**src/rtl/pwm_pkg.sv**
```systemverilog
// Shared state encoding and default parameters for the multi-channel PWM block.
package pwm_pkg;

   localparam int unsigned NUM_CH_DEF      = 4;
   localparam int unsigned CNT_W_DEF       = 16;
   localparam int unsigned BURST_W_DEF     = 8;
   localparam int unsigned DEAD_CYCLES_DEF = 2;

   typedef logic [0:0] pwm_state_t;

   localparam pwm_state_t IDLE = 1'b0;
   localparam pwm_state_t RUN  = 1'b1;

endpackage

```
**src/rtl/pwm_deadtime.sv**
```systemverilog
// One channel of dead-time insertion. Takes the next-cycle raw level and run
// flag, so both outputs stay cycle-aligned with the shared counter.
// A level must be held DEAD_CYCLES+1 cycles in RUN before its output asserts,
// so pulses shorter than the dead time are swallowed.
import pwm_pkg::*;

module pwm_deadtime #(
   parameter int unsigned DEAD_CYCLES = DEAD_CYCLES_DEF
) (
   input  logic clk,
   input  logic rst,
   input  logic run_d,
   input  logic raw_d,
   output logic out_p,
   output logic out_n
);

   localparam int unsigned HOLD_MAX = DEAD_CYCLES + 1;
   localparam int unsigned HOLD_W   = $clog2(HOLD_MAX + 1);

   logic              run_q;
   logic              raw_q;
   logic [HOLD_W-1:0] hold;
   logic [HOLD_W-1:0] hold_d;
   logic              settled_d;

   // Count how long the (run, raw) pair has been stable, saturating at HOLD_MAX.
   always_comb begin
      hold_d = HOLD_W'(1);
      if ((run_d == run_q) && (raw_d == raw_q)) begin
         hold_d = (hold == HOLD_W'(HOLD_MAX)) ? hold : hold + HOLD_W'(1);
      end
      settled_d = (hold_d == HOLD_W'(HOLD_MAX));
   end

   // Register history and the dead-time gated outputs.
   always_ff @(posedge clk or negedge rst) begin
      if (!rst) begin
         run_q <= 1'b0;
         raw_q <= 1'b0;
         hold  <= '0;
         out_p <= 1'b0;
         out_n <= 1'b0;
      end else begin
         run_q <= run_d;
         raw_q <= raw_d;
         hold  <= hold_d;
         out_p <= run_d && raw_d && settled_d;
         out_n <= run_d && !raw_d && settled_d;
      end
   end

endmodule

```
**src/rtl/pwm_multi_ch.sv**
```systemverilog
// Multi-channel PWM with a shared period counter, shadowed period/duty with
// boundary-synchronous reload, and optional burst mode.
// Define PWM_DEADTIME_EN to add per-channel dead-time and complementary outputs.
import pwm_pkg::*;

module pwm_multi_ch #(
   parameter int unsigned NUM_CH      = NUM_CH_DEF,
   parameter int unsigned CNT_W       = CNT_W_DEF,
   parameter int unsigned BURST_W     = BURST_W_DEF,
   parameter int unsigned DEAD_CYCLES = DEAD_CYCLES_DEF
) (
   input  logic                    clk,
   input  logic                    rst,
   input  logic                    en,
   input  logic [CNT_W-1:0]        period,
   input  logic [NUM_CH*CNT_W-1:0] duty,
   input  logic                    burst_mode,
   input  logic [BURST_W-1:0]      burst_len,
   input  logic                    start,
   input  logic                    load,
   output logic [NUM_CH-1:0]       pwm_out,
   output logic [NUM_CH-1:0]       pwm_out_n,
   output logic                    busy,
   output logic                    period_tick,
   output logic                    burst_done
);

   pwm_state_t              state, state_d;
   logic [CNT_W-1:0]        cnt, cnt_d;
   logic [BURST_W-1:0]      bcnt, bcnt_d;
   logic [CNT_W-1:0]        period_sh, period_sh_d;
   logic [NUM_CH*CNT_W-1:0] duty_sh, duty_sh_d;
   logic [BURST_W-1:0]      blen_sh, blen_sh_d;
   logic                    mode_sh, mode_sh_d;
   logic                    pend, pend_d;
   logic                    wrap;
   logic                    start_ok;
   logic                    run_d;
   logic                    tick_d;
   logic                    done_d;
   logic [NUM_CH-1:0]       raw_d;

   // Next-state, counters, shadows and the pending-load flag.
   always_comb begin
      state_d     = state;
      cnt_d       = cnt;
      bcnt_d      = bcnt;
      period_sh_d = period_sh;
      duty_sh_d   = duty_sh;
      blen_sh_d   = blen_sh;
      mode_sh_d   = mode_sh;
      pend_d      = pend;
      wrap        = (cnt == period_sh - CNT_W'(1));
      start_ok    = en && start && (period != '0) &&
                    !(burst_mode && (burst_len == '0));
      case (state)
         IDLE: begin
            cnt_d  = '0;
            pend_d = 1'b0;
            if (start_ok) begin
               state_d     = RUN;
               bcnt_d      = '0;
               period_sh_d = period;
               duty_sh_d   = duty;
               blen_sh_d   = burst_len;
               mode_sh_d   = burst_mode;
            end
         end
         RUN: begin
            if (!en) begin
               state_d = IDLE;
               cnt_d   = '0;
               pend_d  = 1'b0;
            end else if (wrap) begin
               cnt_d  = '0;
               pend_d = 1'b0;
               if (mode_sh && (bcnt + BURST_W'(1) == blen_sh)) begin
                  state_d = IDLE;
               end else begin
                  if (mode_sh) begin
                     bcnt_d = bcnt + BURST_W'(1);
                  end
                  if (pend || load) begin
                     period_sh_d = period;
                     duty_sh_d   = duty;
                  end
               end
            end else begin
               cnt_d = cnt + CNT_W'(1);
               if (load) begin
                  pend_d = 1'b1;
               end
            end
         end
         default: state_d = IDLE;
      endcase
   end

   // Output levels for the coming cycle, derived from next-cycle state.
   always_comb begin
      run_d  = (state_d == RUN);
      tick_d = run_d && (cnt_d == period_sh_d - CNT_W'(1));
      done_d = tick_d && mode_sh_d && (bcnt_d + BURST_W'(1) == blen_sh_d);
      raw_d  = '0;
      for (int i = 0; i < NUM_CH; i++) begin
         raw_d[i] = run_d && (cnt_d < duty_sh_d[i*CNT_W +: CNT_W]);
      end
   end

   // State, counters, shadows and status outputs.
   always_ff @(posedge clk or negedge rst) begin
      if (!rst) begin
         state       <= IDLE;
         cnt         <= '0;
         bcnt        <= '0;
         period_sh   <= '0;
         duty_sh     <= '0;
         blen_sh     <= '0;
         mode_sh     <= 1'b0;
         pend        <= 1'b0;
         busy        <= 1'b0;
         period_tick <= 1'b0;
         burst_done  <= 1'b0;
      end else begin
         state       <= state_d;
         cnt         <= cnt_d;
         bcnt        <= bcnt_d;
         period_sh   <= period_sh_d;
         duty_sh     <= duty_sh_d;
         blen_sh     <= blen_sh_d;
         mode_sh     <= mode_sh_d;
         pend        <= pend_d;
         busy        <= run_d;
         period_tick <= tick_d;
         burst_done  <= done_d;
      end
   end

`ifdef PWM_DEADTIME_EN
   for (genvar g = 0; g < NUM_CH; g++) begin : g_dt
      pwm_deadtime #(
         .DEAD_CYCLES (DEAD_CYCLES)
      ) u_dt (
         .clk   (clk),
         .rst   (rst),
         .run_d (run_d),
         .raw_d (raw_d[g]),
         .out_p (pwm_out[g]),
         .out_n (pwm_out_n[g])
      );
   end
`else
   // Raw PWM drives the outputs directly when dead-time is not built in.
   always_ff @(posedge clk or negedge rst) begin
      if (!rst) begin
         pwm_out <= '0;
      end else begin
         pwm_out <= raw_d;
      end
   end

   assign pwm_out_n = '0;
`endif

endmodule

```
**config.mk**
```make
export PLATFORM = sky130hd
export DESIGN_NAME = pwm_multi_ch
export DESIGN_NICKNAME = d
export VERILOG_FILES = /design/src/rtl/pwm_pkg.sv /design/src/rtl/pwm_deadtime.sv /design/src/rtl/pwm_multi_ch.sv
export SDC_FILE = /design/constraint.sdc
export NUM_CORES = 1
export LEC_CHECK = 0
export BUFFER_PORTS_ARGS = -buffer_cell sky130_fd_sc_hd__buf_2
export CORE_MARGIN = 2
export CORE_UTILIZATION = 30
export DETAILED_ROUTE_END_ITERATION = 8
export PLACE_DENSITY_LB_ADDON = 0.3
export REMOVE_ABC_BUFFERS = 1
export SLEW_MARGIN = 10
export SYNTH_ARGS = -nofsm -noshare
export SYNTH_HDL_FRONTEND = slang
export SYNTH_HIERARCHICAL = 1
export SYNTH_SLANG_ARGS = --single-unit
```
**constraint.sdc**
```tcl
create_clock -name clk -period 7 [get_ports clk]
set_clock_uncertainty 0.15 [all_clocks]
set_input_delay 1.4 -clock clk [delete_from_list [all_inputs] [get_ports clk]]
set_output_delay 1.4 -clock clk [all_outputs]
set_load 0.05 [all_outputs]
```
Word-level counts from Yosys, hierarchy flattened
Index checks and enable logic that the tools add are counted.

Register bits after elaboration: 121. Output and inout port bits: 11. Logic and storage cells: 76.

Add/subtract/negate cells: 5. Magnitude comparators: 4. Equal/unequal tests: 5. Multiplexer cells: 34. Bitwise gates (word level): 1. Reduce and logical (&&, ||, !) cells: 16.

Operators with widths (count): 2-to-1 mux 64 bit (5); case mux 64 bit (2 select lines) (1); 2-to-1 mux 16 bit (7); < comparator 16 bit (4); case mux 16 bit (2 select lines) (2); 2-to-1 mux 8 bit (7); equality test 16 bit (2); subtractor 16 x 1 -> 16 bit (second input constant) (2); adder 16 x 1 -> 16 bit (second input constant) (1); adder 8 x 1 -> 8 bit (second input constant) (2); equality test 8 bit (2); case mux 8 bit (2 select lines) (1); nonzero test 16 bit (1); logical AND 1 bit (12); 2-to-1 mux 1 bit (9); logical NOT 8 bit (1); inequality test 4 x 3 -> 1 bit (second input constant) (1); case mux 1 bit (2 select lines) (2); logical NOT 1 bit (1); logical OR 1 bit (1); NOT 1 bit (1).

Logic depth before layout (Yosys ltp)
Depth in word-level cells: 12. Gate-level depth with buffers: 26.

Worst setup path after synthesis
No wires, ideal clock.

Kind: input to register. From: input period[2]. To: register pwm_out[0]. Data arrival time: 6163 ps. Data required time: 6784 ps. Setup slack: 621 ps. Cell stages on the path: 23. Path buffers: 4. Path through: or3_1 -> or4_1 -> or4_1 -> nand4_1 -> nand2b_1 -> o21a_4 -> buf_6 -> clkbuf_1 -> clkbuf_1 -> clkbuf_1 -> mux2_2 -> inv_1 -> ha_1 -> a21oi_1 -> nor2b_1 -> o21ai_0 -> nand2b_1 -> a21oi_1 -> nor2b_1 -> o21ai_0 -> nand2b_1 -> a2111oi_0 -> o31a_1.

Cells in the longest elaborated chain, start to end: 7. Elaborated cells between the ends (all ways): 9. Classes of those cells: order compare: 1; mux: 4; reduce/logical: 4.

RTL lines: from (decl) (line pwm_multi_ch.sv:15) `input logic [CNT_W-1:0] period,`; nonzero test 16 bit (line pwm_multi_ch.sv:54) `start_ok = en && start && (period != '0) &&`; logical AND 1 bit (2 in series) (line pwm_multi_ch.sv:54); 2-to-1 mux 64 bit (line pwm_multi_ch.sv:60) `if (start_ok) begin`; case mux 64 bit (2 select lines) (line pwm_multi_ch.sv:56) `case (state)`; named net duty_sh_d[9] (line pwm_multi_ch.sv:32) `logic [NUM_CH*CNT_W-1:0] duty_sh, duty_sh_d;`; < comparator 16 bit (line pwm_multi_ch.sv:106) `raw_d[i] = run_d && (cnt_d < duty_sh_d[i*CNT_W +: CNT_W]);`; logical AND 1 bit (line pwm_multi_ch.sv:106); named net raw_d[0] (line pwm_multi_ch.sv:41) `logic [NUM_CH-1:0] raw_d;`; to (signal assigned) (line pwm_multi_ch.sv:158) `pwm_out <= raw_d;`; to (decl) (line pwm_multi_ch.sv:21) `output logic [NUM_CH-1:0] pwm_out,`.

The timed path passes the listed nets, and every way through them passes these cells. A chain may end at the register's enable or synchronous reset.

Worst setup path after layout
From: input period[2]. To: register pwm_out[2].

Cells in the longest elaborated chain, start to end: 7. Elaborated cells between the ends (all ways): 9. Classes of those cells: order compare: 1; mux: 4; reduce/logical: 4.

RTL lines (line): nonzero test 16 bit * (pwm_multi_ch.sv:54); logical AND 1 bit * (2 in series) (pwm_multi_ch.sv:54); 2-to-1 mux 64 bit (pwm_multi_ch.sv:60); case mux 64 bit (2 select lines) (pwm_multi_ch.sv:56); < comparator 16 bit (pwm_multi_ch.sv:106); logical AND 1 bit * (pwm_multi_ch.sv:106); named net raw_d[2] (pwm_multi_ch.sv:41).

Mark *: on every way through the listed nets, which the timed path passes. The rest lies on a longest branch.

==> run summary <==
Status -> finished clean
Tightest Hold Check Type -> flip-flop to flip-flop
Sequential share of power -> 37.0%
Clock-pin slew on the worst setup and hold paths -> 0.06 ns
Die area -> 29500 µm²
Final WL -> 23.0 mm
Worst vdd ir -> 0.000117 V
Final setup violation count -> 0
Worst rel slew slack -> 30.1%
H-tree Lvls -> 4
Gate power share -> 26.3%
RSZ-0062 raised after global routing -> no
Synth warnings -> 6
Layout area overhead -> 17.0%
Die H -> 172 µm
Power per cell area -> 251 nW/µm²
Cells after Synth -> 862
Initial antenna violation count -> 0
TritonRoute pass-1 iters -> 4
Final #Nets -> 1112
Overall Power -> 0.00248 W
Yosys top cell by area -> dfrtp_1
Lkg Pwr -> 4.76 nW
Post-synth top flop -> dfrtp_1
GP Congestion -> 0.881
ANT cells -> 0
Average routed wire per standard cell -> 17.1 µm
Setup CP Type -> input pin to flip-flop
Switching fraction of total power -> 32.4%
Clk root buf -> clkbuf_16
Core Area -> 27800 µm²
Tmin final -> 5.89 ns
Post-Syn Area -> 8450 µm²
Top cell type's share of synthesized area -> 35.8%
CP max-delay cell -> or4_1
# IOs -> 105
Hold buffer count at CTS -> 0
First-pass GRT wire length -> 36.3 mm
Post-CTS Resized -> 0
Initial DRC count -> 356
Setup crit start kind -> input pin
Asr flop ratio synth -> 100%
Internal -> 0.00168 W
Routed via count -> 6672
CP peak stage delay -> 0.53 ns
Crit path required time -> 7.21 ns
CTS buffer count -> 17
Final hold violation count -> 0
Design area -> 9890 µm²
Die W -> 172 µm
DP Area -> 9300 µm²
Clock net sink count -> 121
Clk buf depth -> 2
Sequential fraction of the synthesis area -> 35.8%
Non-Filler Instances -> 1343
P_sw -> 0.000805 W
Layout cell share with drive strength beyond 1 -> 22.6%
Arrival @ worst endpoint -> 6.10 ns
Drt drc -> 0
Distinct cells, synth -> 73
Post-route clock period utilization -> 84.2%
Dpl hpwl -> 17.6 mm
Crit-path most repeated cell -> nand2b_1
Vias in the first global route -> 6705
Setup TNS -> 0 ns
FMAX -> 170 MHz
Worst Path Max Fanout -> 22
Slew of the pin with the lowest slew margin -> 1.02 ns
Max-cap check violation count -> 0
CTS tree -> built
Post-CTS setup buffers -> 0
#FFs+latches synth -> 121
Largest cells by area after synthesis -> dfrtp_1, ha_1, mux2_2, xnor2_1, inv_1
Most frequent cells in the layout -> dfrtp_1, buf_2, inv_1
Number of enable flip-flop cells after synthesis -> 0
Critical-path cell list -> buf_2, or3_1, or4_1, or4_1, nand4_1, nand2b_1, o21a_4, buf_4, mux2i_1, ha_1, a21oi_1, nor2b_1, o21ai_0, nand2b_1, a21oi_1, nor2b_1, o21ai_0, nand2b_1, a2111oi_0, o31a_1
Fin. max-slew vios -> 0
Largest net degree at the start of global routing -> 69
CP endpoint kind -> flip-flop
Syn Area/Cell -> 9.81 µm²
Most common cell after layout, fill and taps aside -> dfrtp_1
Initial Utilization -> 30.4%
PortBufs -> 100
Row Count -> 61
Clock share of power -> 36.7%
GRT Residual Overflow -> 0
# placed instances -> 1312
Post-DRT Antenna Nets -> 0
All-Layer GR Usage -> 16.2%
Clk_lat worst skew -> 0.42 ns
Final Core Density -> 35.6%
Vias per cell -> 4.97
==> cells in the mapped netlist, drive strengths merged, types with 4 or more instances <==
master   number
nand3        18
a31oi         6
and4          4
nor2b        15
clkbuf       20
ha           65
o211ai        7
a21o         10
o221ai        5
and3         15
mux2         60
or3          12
dfrtp       121
nand4        28
a2111oi       7
nand2        40
buf          19
nor4         10
a21boi        6
a21oi        27
o31ai         5
o21ai        22
nand2b       17
nor2         44
or4           8
inv          84
xor2         32
nor3         16
o2111ai       5
or2           6
and2          7
xnor2        42
mux2i        35
nand4b        7
==> flip-flops by register name, indices dropped and copies added, names as in the netlist, 4 cells and up <==
name	count
period_sh	16
duty_sh	64
cnt	16
blen_sh	8
pwm_out	4
bcnt	8
==> worst paths after layout <==
kind | from | slack, ns | depth (start not counted) | end
hold / removal | duty_sh[0] | 0.34 | 1 | duty_sh[0]
min in group asynchronous | rst | 0.87 | 1 | duty_sh[53]
max in group asynchronous | rst | 4.46 | 2 | period_sh[8]
setup / recovery | period[2] | 1.11 | 20 | pwm_out[2]
hold reg to reg | duty_sh[0] | 0.34 | 1 | duty_sh[0]
setup reg to reg | period_sh[0] | 1.29 | 21 | pwm_out[2]
==> final cells by class <==
cell class	instances	area, µm²
Fill cell	2919	17900
Multi-Input combinational cell	621	4910
Sequential cell	121	3030
Timing Repair Buffer	108	576
Tap cell	378	473
Clock buffer	20	447
Inverter	84	315
Clock inverter	11	148
==> worst max-delay path: cells and delay by family <==
kind | cells | cell delay, ns
AND/OR/NAND/NOR | 9 | 2.03
AO/OA/AOI/OAI | 7 | 1.64
buffers and inverters | 2 | 0.47
adder cells (fa/ha/maj) | 1 | 0.27
multiplexers | 1 | 0.26
==> through the flow <==
stage / hold slack (ns) / worst slack, ns
3_3_place_gp: 0.325 / 0.732
6_report: 0.340 / 1.11
5_1_grt: 0.350 / 0.745
4_1_cts: 0.343 / 1.09
3_5_place_dp: 0.329 / 0.675
2_1_floorplan: 0.306 / 0.586
==> routing by layer <==
layer / global-route usage [%] / part of all wire [%]
met5: 0 / 0
met3: 3.16 / 3.9
met1: 20.7 / 45
met4: 3.54 / 1.1
met2: 28.2 / 50
==> power groups by stage <==
stage                     clock (W)  combinational, W  sequential [W]
after floorplan                   0          0.000466        0.000909
after global placement            0          0.000646        0.000927
after detailed placement          0          0.000655        0.000929
after CTS                  0.000929          0.000659        0.000918
after global routing       0.000965          0.000729        0.000936
final                      0.000911          0.000653        0.000920
==> cells by family after synthesis <==
family          Yosys count  share of synthesized area (%)
buf+inv                 123                           6.26
xor+xnor                 76                           8.30
other cells               1                         0.0444
fa+ha+maj                65                           9.62
mux                      95                           12.7
compound gates          125                           10.3
simple gates            256                           17.0
flops                   121                           35.8
(Power assumes the default switching activity.)
